$ cat src/rtl/mux8_tdm_tx.sv
// mux8_tdm_tx: round-robin 8:1 TDM link transmitter tagging words with channel index; define MUX_PARITY_EN for the o_parity output
module mux8_tdm_tx #(
  parameter int DW = 8
) (
  input  logic            clk,
  input  logic            rst,
  input  logic [8*DW-1:0] in_data,
  input  logic [7:0]      in_valid,
  output logic [7:0]      in_ready,
  output logic [DW-1:0]   o_data,
  output logic [2:0]      o_sel,
  output logic            o_valid,
  input  logic            o_ready
`ifdef MUX_PARITY_EN
  ,
  output logic            o_parity
`endif
);
  typedef enum logic {EMPTY, FULL} state_t;
  state_t state_q, state_d;
  logic [DW-1:0] data_q, data_d;
  logic [2:0] sel_q, sel_d, ptr_q, ptr_d, gnt, idx;
  logic found, can_load, xfer;
  always_comb begin
    found = 1'b0;
    gnt = ptr_q;
    idx = ptr_q;
    for (int k = 0; k < 8; k++) begin
      idx = ptr_q + 3'(k);
      if (!found && in_valid[idx]) begin
        found = 1'b1;
        gnt = idx;
      end
    end
  end
  always_comb begin
    can_load = (state_q == EMPTY) | o_ready;
    xfer = can_load & found & ~rst;
    in_ready = xfer ? 8'b1 << gnt : 8'b0;
    state_d = xfer ? FULL : (o_ready ? EMPTY : state_q);
    data_d = xfer ? in_data[gnt*DW +: DW] : data_q;
    sel_d = xfer ? gnt : sel_q;
    ptr_d = xfer ? gnt + 3'd1 : ptr_q;
  end
  always_ff @(posedge clk) begin
    if (rst) begin
      state_q <= EMPTY;
      data_q <= '0;
      sel_q <= '0;
      ptr_q <= '0;
    end else begin
      state_q <= state_d;
      data_q <= data_d;
      sel_q <= sel_d;
      ptr_q <= ptr_d;
    end
  end
`ifdef MUX_PARITY_EN
  logic par_q, par_d;
  assign par_d = ^{sel_d, data_d};
  always_ff @(posedge clk) begin
    if (rst) par_q <= 1'b0;
    else par_q <= par_d;
  end
  assign o_parity = par_q;
`endif
  assign o_data = data_q;
  assign o_sel = sel_q;
  assign o_valid = (state_q == FULL);
endmodule

$ cat config.mk
export PLATFORM = sky130hd
export DESIGN_NAME = mux8_tdm_tx
export DESIGN_NICKNAME = d
export VERILOG_FILES = /design/src/rtl/mux8_tdm_tx.sv
export SDC_FILE = /design/constraint.sdc
export NUM_CORES = 1
export LEC_CHECK = 0
export ABC_AREA = 1
export CORE_MARGIN = 4
export CORE_UTILIZATION = 25
export CTS_CLUSTER_SIZE = 30
export DETAILED_ROUTE_END_ITERATION = 10
export DONT_BUFFER_PORTS = 1
export GPL_TIMING_DRIVEN = 1
export PLACE_DENSITY = 0.41
export SLEW_MARGIN = 40
export SYNTH_ARGS = -nofsm -noshare
export SYNTH_HDL_FRONTEND = slang
export SYNTH_SLANG_ARGS = --single-unit
$ cat constraint.sdc
create_clock -name clk -period 5.48 [get_ports clk]
set_clock_uncertainty 0.2 [all_clocks]
set_input_delay 0.548 -clock clk [delete_from_list [all_inputs] [get_ports clk]]
set_output_delay 0.548 -clock clk [all_outputs]
set_load 0.1 [all_outputs]
==> flow_summary_export.csv, run 1 <==
group,metric,value,unit
global_routing,grt_usage,13.9,%
synthesis,synthesis.nets,494,
drt,dr_total_vias,2460,
synthesis,synth_edf_count,0,
synthesis,ys_types,31,
setup_path,cp_max_fo,17,
global_routing,first_global_vias,2491,
synthesis,synth_cells,416,
final_layout,syn_to_final_growth,9.16,%
setup_path,crit_path_start_kind,"register",
synthesis,yosysSeqAreaShare,13.8,%
die,die_h,101,microns
synthesis,ys_async_sr_fraction,0,%
placement,portBuffers,0,
synthesis,ys_dominant_reg_cell,"dfxtp_1",
die,dieArea,10200,sq um
clock_tree,h-tree-depth,1,
drt,wl,6990,microns
clock_tree,cts.clk_slew.worst_paths,0.07,ns
sta,fin_setup_tns,0,ns
setup_path,end_kind,"primary output",
global_routing,overflow,0,
clock_tree,post_cts_resized,0,
placement,post-place-ws,1.13,ns
drt,first_pass_iters,4,
sta,slew_viol_final,0,
global_routing,grt_antenna_before_repair,0,
placement,gp_congestion,0.887,
synthesis,yosysWarnings,0,
clock_tree,cts_setup_buffers,0,
drt,ant_nets,0,
final_layout,n_antenna_cell,0,
drt,dr.first_iter.drc_count,73,
sta,worstMarginPinSlew,0.656,ns
clock_tree,clk_latency,0.26,ns
sta,fmax,0.215,GHz
clock_tree,numCtsBuffers,3,
sta,rsz0062_at_grt,"no",
final_layout,final_common_cell,"nand2_1",
setup_path,criticalPathCategory,"register to primary output",
die,fp.dieW,101,microns
final_layout,drive_gt1_share,15.9,%
synthesis,syn_avg_cell_area,5.22,sq um
setup_path,crit_arrival,3.91,ns
run,max_cap_violations,0,
outcome,outcome,"completed",
die,rows,33,
clock_tree,clk_root_buffer_cell,"clkbuf_8",
final_layout,fillers,999,
clock_tree,cts_tree,"done",
sta,maxSlewHeadroom,56.2,%
global_routing,grt_pass1_wl,11700,microns
sta,finalHoldViolations,0,
synthesis,synth_area,2170,sq um
clock_tree,clkSinkCount,15,
clock_tree,cts_buffer_depth,2,
setup_path,cp_data_required_time,4.73,ns
drt,wl_per_cell,13.5,microns
sta,setup_viol,0,
placement,hpwl,5680,microns
clock_tree,cts_hold_buf,0,
sta,fin_ws,0.818,ns
die,io_pins,95,
die,core,8340,sq um
synthesis,synth-seq-cells,15,
final_layout,final_cell_mix,"227 x nand2_1, 70 x nand3_1, 19 x inv_1",
global_routing,grt_max_degree,37,
sta,finalCritPeriodShare,85.1,%
hold_path,hp-class,"input port to register",
drt,viasPerCell,4.74,
drt,remaining_drc_errors,0,
final_layout,nNetsFinal,493,
die,start_util,26.0,%
sta,period_minus_slack,4.66,ns
==> metal layers <==
metal  part of all wire (%)  up-vias  global-route usage (%)
li1                       -     1309                       -
met1                     42     1064                    17.1
met4                    2.2        0                    4.60
met5                      0        -                       0
met3                    4.8       12                    2.00
met2                     51       75                    24.7
==> kinds of logic (layout without fill, tap and decap cells) <==
family | after synthesis | count (layout) | synth area share [%]
fa+ha+maj | 3 | 3 | 1.73
flops | 15 | 15 | 13.8
buf+inv | 46 | 44 | 10.4
xor+xnor | 3 | 3 | 1.56
compound gates | 16 | 16 | 4.50
simple gates | 333 | 333 | 68.0
==> critical path, stage by stage (launching register included) <==
cell     delay [ns]
dfxtp_1        0.58
inv_2          0.15
ha_1           0.46
inv_2          0.11
nand3_1        0.13
nand2_1        0.08
nor2_1         0.13
a31oi_2        0.08
inv_2          0.16
nor2_8         0.07
a31oi_1        0.25
nand2_1        0.47
inv_2          0.36
nand2_1        0.18
nor2_2         0.14
buf_4          0.30
==> cells in the mapped netlist (3+ instances only) <==
| cell | n | area [sq um] |
|---|---|---|
| nand3_2 | 3 | 30.0 |
| nand2_2 | 5 | 31.3 |
| nor2_1 | 14 | 52.6 |
| nand2_1 | 227 | 852 |
| buf_4 | 3 | 22.5 |
| nand3_1 | 70 | 350 |
| ha_1 | 3 | 37.5 |
| inv_2 | 10 | 37.5 |
| a21oi_1 | 5 | 25.0 |
| o21ai_1 | 3 | 15.0 |
| inv_1 | 19 | 71.3 |
| dfxtp_1 | 15 | 300 |
| buf_2 | 9 | 45.0 |
| buf_6 | 4 | 45.0 |
| o21ai_0 | 4 | 20.0 |
==> stage by stage <==
stage | hold slack, ns | instances | cell area [sq um] | util [%]
detailed placement | 0.413 | 515 | 2320 | 27.9
floorplan | 0.417 | 416 | 2170 | -
finish | 0.143 | 519 | 2370 | 28.4
CTS | 0.134 | 519 | 2370 | 28.4
global placement | 0.420 | 515 | 2310 | 27.7
global route | 0.136 | 519 | 2370 | 28.4
==> worst paths after layout <==
check / startpoint / endpoint / slack [ns] / cells past startpoint
setup reg to reg: ptr_q[1]$_SDFFE_PP0P_ / ptr_q[2]$_SDFFE_PP0P_ / 1.70 / 17
setup / recovery: ptr_q[1]$_SDFFE_PP0P_ / in_ready[5] / 0.82 / 15
hold reg to reg: o_sel[0]$_SDFFE_PP0P_ / o_sel[0]$_SDFFE_PP0P_ / 0.52 / 2
hold / removal: rst / o_sel[0]$_SDFFE_PP0P_ / 0.14 / 1
==> cell type report <==
type                    count  area, sq um  area share (%)
well taps                 105          131            5.54
clock inverters             1         5.00           0.211
inverters                  29          109            4.59
repair buffers             11          100            4.22
clock buffers               3         41.3            1.74
flip-flops and latches     15          315            13.3
multi-input cells         355         1670            70.4
==> state kept, by name, summed over array words and instances (netlist names) <==
name     flops
o_data       8
o_valid      1
ptr_q        3
o_sel        3
Power of run 1 is left out: the tool's default activity adds up to more than one toggle a clock period on the data nets, which glitch-free logic cannot reach.
==> run 2: changes to the inputs <==
CORE_MARGIN = not set   (was 4)
==> run 2 against run 1 <==
  * Global-route usage grew 1.9 points
  * Highest routed layer unchanged
  * Setup slack lost 0.0085 ns
  * Wire length shrank 3.7%
  * Clock-buffer cell count grew 1
  * Sequential share of layout area is essentially flat
  * Critical path depth is the same
==> flow_summary_export.csv, run 2 (same netlist as run 1, synthesis figures left out) <==
group,metric,value,unit
placement,placed_area,2320,sq um
setup_path,reg2reg_from,"ptr_q[1]$_SDFFE_PP0P_",
sta,fmax,0.214,GHz
setup_path,end_kind,"primary output",
sta,rsz0062_at_grt,"no",
drt,dr_total_vias,2471,
outcome,outcome,"completed",
die,io_pins,95,
setup_path,crit_family,"simple AND/OR/NAND/NOR gates",
hold_path,hp-class,"input port to register",
drt,remaining_drc_errors,0,
global_routing,first_global_vias,2362,
sta,finalHoldViolations,0,
final_layout,n_antenna_cell,0,
setup_path,cp_data_required_time,4.73,ns
sta,finalCritPeriodShare,85.2,%
placement,post-place-ws,1.13,ns
clock_tree,cts_buffer_depth,2,
final_layout,largest_reg_flops,8,
setup_path,crit_path_top_delay_cell,"dfxtp_1",
clock_tree,post_cts_resized,0,
final_layout,drive_gt1_share,15.5,%
global_routing,grt_max_degree,37,
placement,hpwl,5440,microns
global_routing,grt_usage,15.8,%
global_routing,overflow,0,
setup_path,startpoint,"ptr_q[1]$_SDFFE_PP0P_",
setup_path,reg2regPathDepth,17,
clock_tree,cts.clk_slew.worst_paths,0.07,ns
global_routing,grt_pass1_wl,11200,microns
global_routing,grt_antenna_before_repair,0,
placement,gp_congestion,0.904,
clock_tree,h-tree-depth,1,
drt,viasPerCell,4.77,
setup_path,crit_arrival,3.92,ns
run,max_cap_violations,0,
clock_tree,clkSinkCount,15,
die,core,8300,sq um
clock_tree,clk_latency,0.25,ns
drt,wl,6730,microns
final_layout,nNetsFinal,492,
sta,setup_viol,0,
setup_path,cpMostUsedCell,"inv_2",
final_layout,final_common_cell,"nand2_1",
drt,first_pass_iters,4,
drt,ant_nets,0,
sta,worstMarginPinSlew,0.656,ns
setup_path,cp_max_fo,17,
final_layout,final_cell_mix,"227 x nand2_1, 70 x nand3_1, 19 x inv_1",
sta,fin_ws,0.810,ns
die,start_util,26.2,%
setup_path,rr_endpoint,"ptr_q[2]$_SDFFE_PP0P_",
die,dieArea,9060,sq um
setup_path,worstPathCellList,"inv_2 > ha_1 > inv_2 > nand3_1 > nand2_1 > nor2_1 > a31oi_2 > inv_2 > nor2_8 > a31oi_1 > nand2_1 > inv_2 > nand2_1 > nor2_2 > buf_4",
die,fp.dieW,95.2,microns
sta,fin_setup_tns,0,ns
setup_path,cp_slowest_stage_delay,0.54,ns
sta,maxSlewHeadroom,56.2,%
setup_path,cp.buffers_inverters,5,
setup_path,endpoint,"in_ready[5]",
sta,period_minus_slack,4.67,ns
setup_path,crit_path_start_kind,"register",
clock_tree,clk_root_buffer_cell,"clkbuf_8",
clock_tree,numCtsBuffers,3,
placement,portBuffers,0,
setup_path,r2r_setup_slack,1.78,ns
final_layout,syn_to_final_growth,8.76,%
clock_tree,cts_setup_buffers,0,
clock_tree,cts_hold_buf,0,
clock_tree,cts_tree,"done",
die,rows,33,
setup_path,cp.depth,15,
drt,wl_per_cell,13.0,microns
final_layout,final_area,2360,sq um
final_layout,fillers,948,
setup_path,criticalPathCategory,"register to primary output",
drt,dr.first_iter.drc_count,90,
die,die_h,95.2,microns
sta,slew_viol_final,0,
run 2: cell types whose count changed in the layout (fill, tap and decap cells not counted), sizes merged:
cell,delta
clkbuf,+1
buf,-1
clkinv,-1
run 2: worst min path at each step:
stage,start,end,slack (ns),cells past startpoint
after global routing,rst,o_sel[0]$_SDFFE_PP0P_,0.15,1
after CTS,rst,o_sel[0]$_SDFFE_PP0P_,0.15,1
after floorplan,rst,o_sel[0]$_SDFFE_PP0P_,0.42,1
after detailed placement,rst,o_sel[0]$_SDFFE_PP0P_,0.41,1
after global placement,rst,o_sel[0]$_SDFFE_PP0P_,0.42,1
final,rst,o_sel[0]$_SDFFE_PP0P_,0.15,1
run 2: area by class of cell:
type	instances	area [sq um]	area share, %
multi-input combinational	355	1670	70.6
sequential	15	315	13.4
tap	105	131	5.56
inverter	29	109	4.61
timing repair buffer	10	92.6	3.92
clock buffer	4	45.0	1.91
run 2: stage by stage:
| step | utilization [%] | hold slack (ns) | cells |
|---|---|---|---|
| floorplan | - | 0.417 | 416 |
| global placement | 27.7 | 0.418 | 514 |
| detailed placement | 27.9 | 0.413 | 514 |
| CTS | 28.4 | 0.147 | 518 |
| global route | 28.4 | 0.153 | 518 |
| finish | 28.4 | 0.152 | 518 |
run 2: worst register-to-register path, cell delays in order, from the launching register on:
cell,delay [ns]
dfxtp_1,0.54
inv_2,0.15
ha_1,0.41
inv_2,0.15
nand3_2,0.11
nand3_1,0.11
nand2_2,0.11
nor2_4,0.16
nand4_4,0.14
nor2_2,0.19
nand2_1,0.11
nand2_2,0.10
nand2_4,0.13
nand2_4,0.33
nor2_1,0.10
ha_1,0.27
o21ai_0,0.17
a21oi_1,0.06
run 2: metal layers:
metal | GRT usage (%) | wire (microns) | share of wire [%] | vias up
li1 | - | - | - | 1314
met1 | 18.8 | 2980 | 44 | 1064
met2 | 29.6 | 3280 | 49 | 85
met3 | 2.23 | 382 | 5.7 | 8
met4 | 3.66 | 80 | 1.2 | 0
met5 | 0 | 0 | 0 | -
Power of run 2 is left out for the same reason.
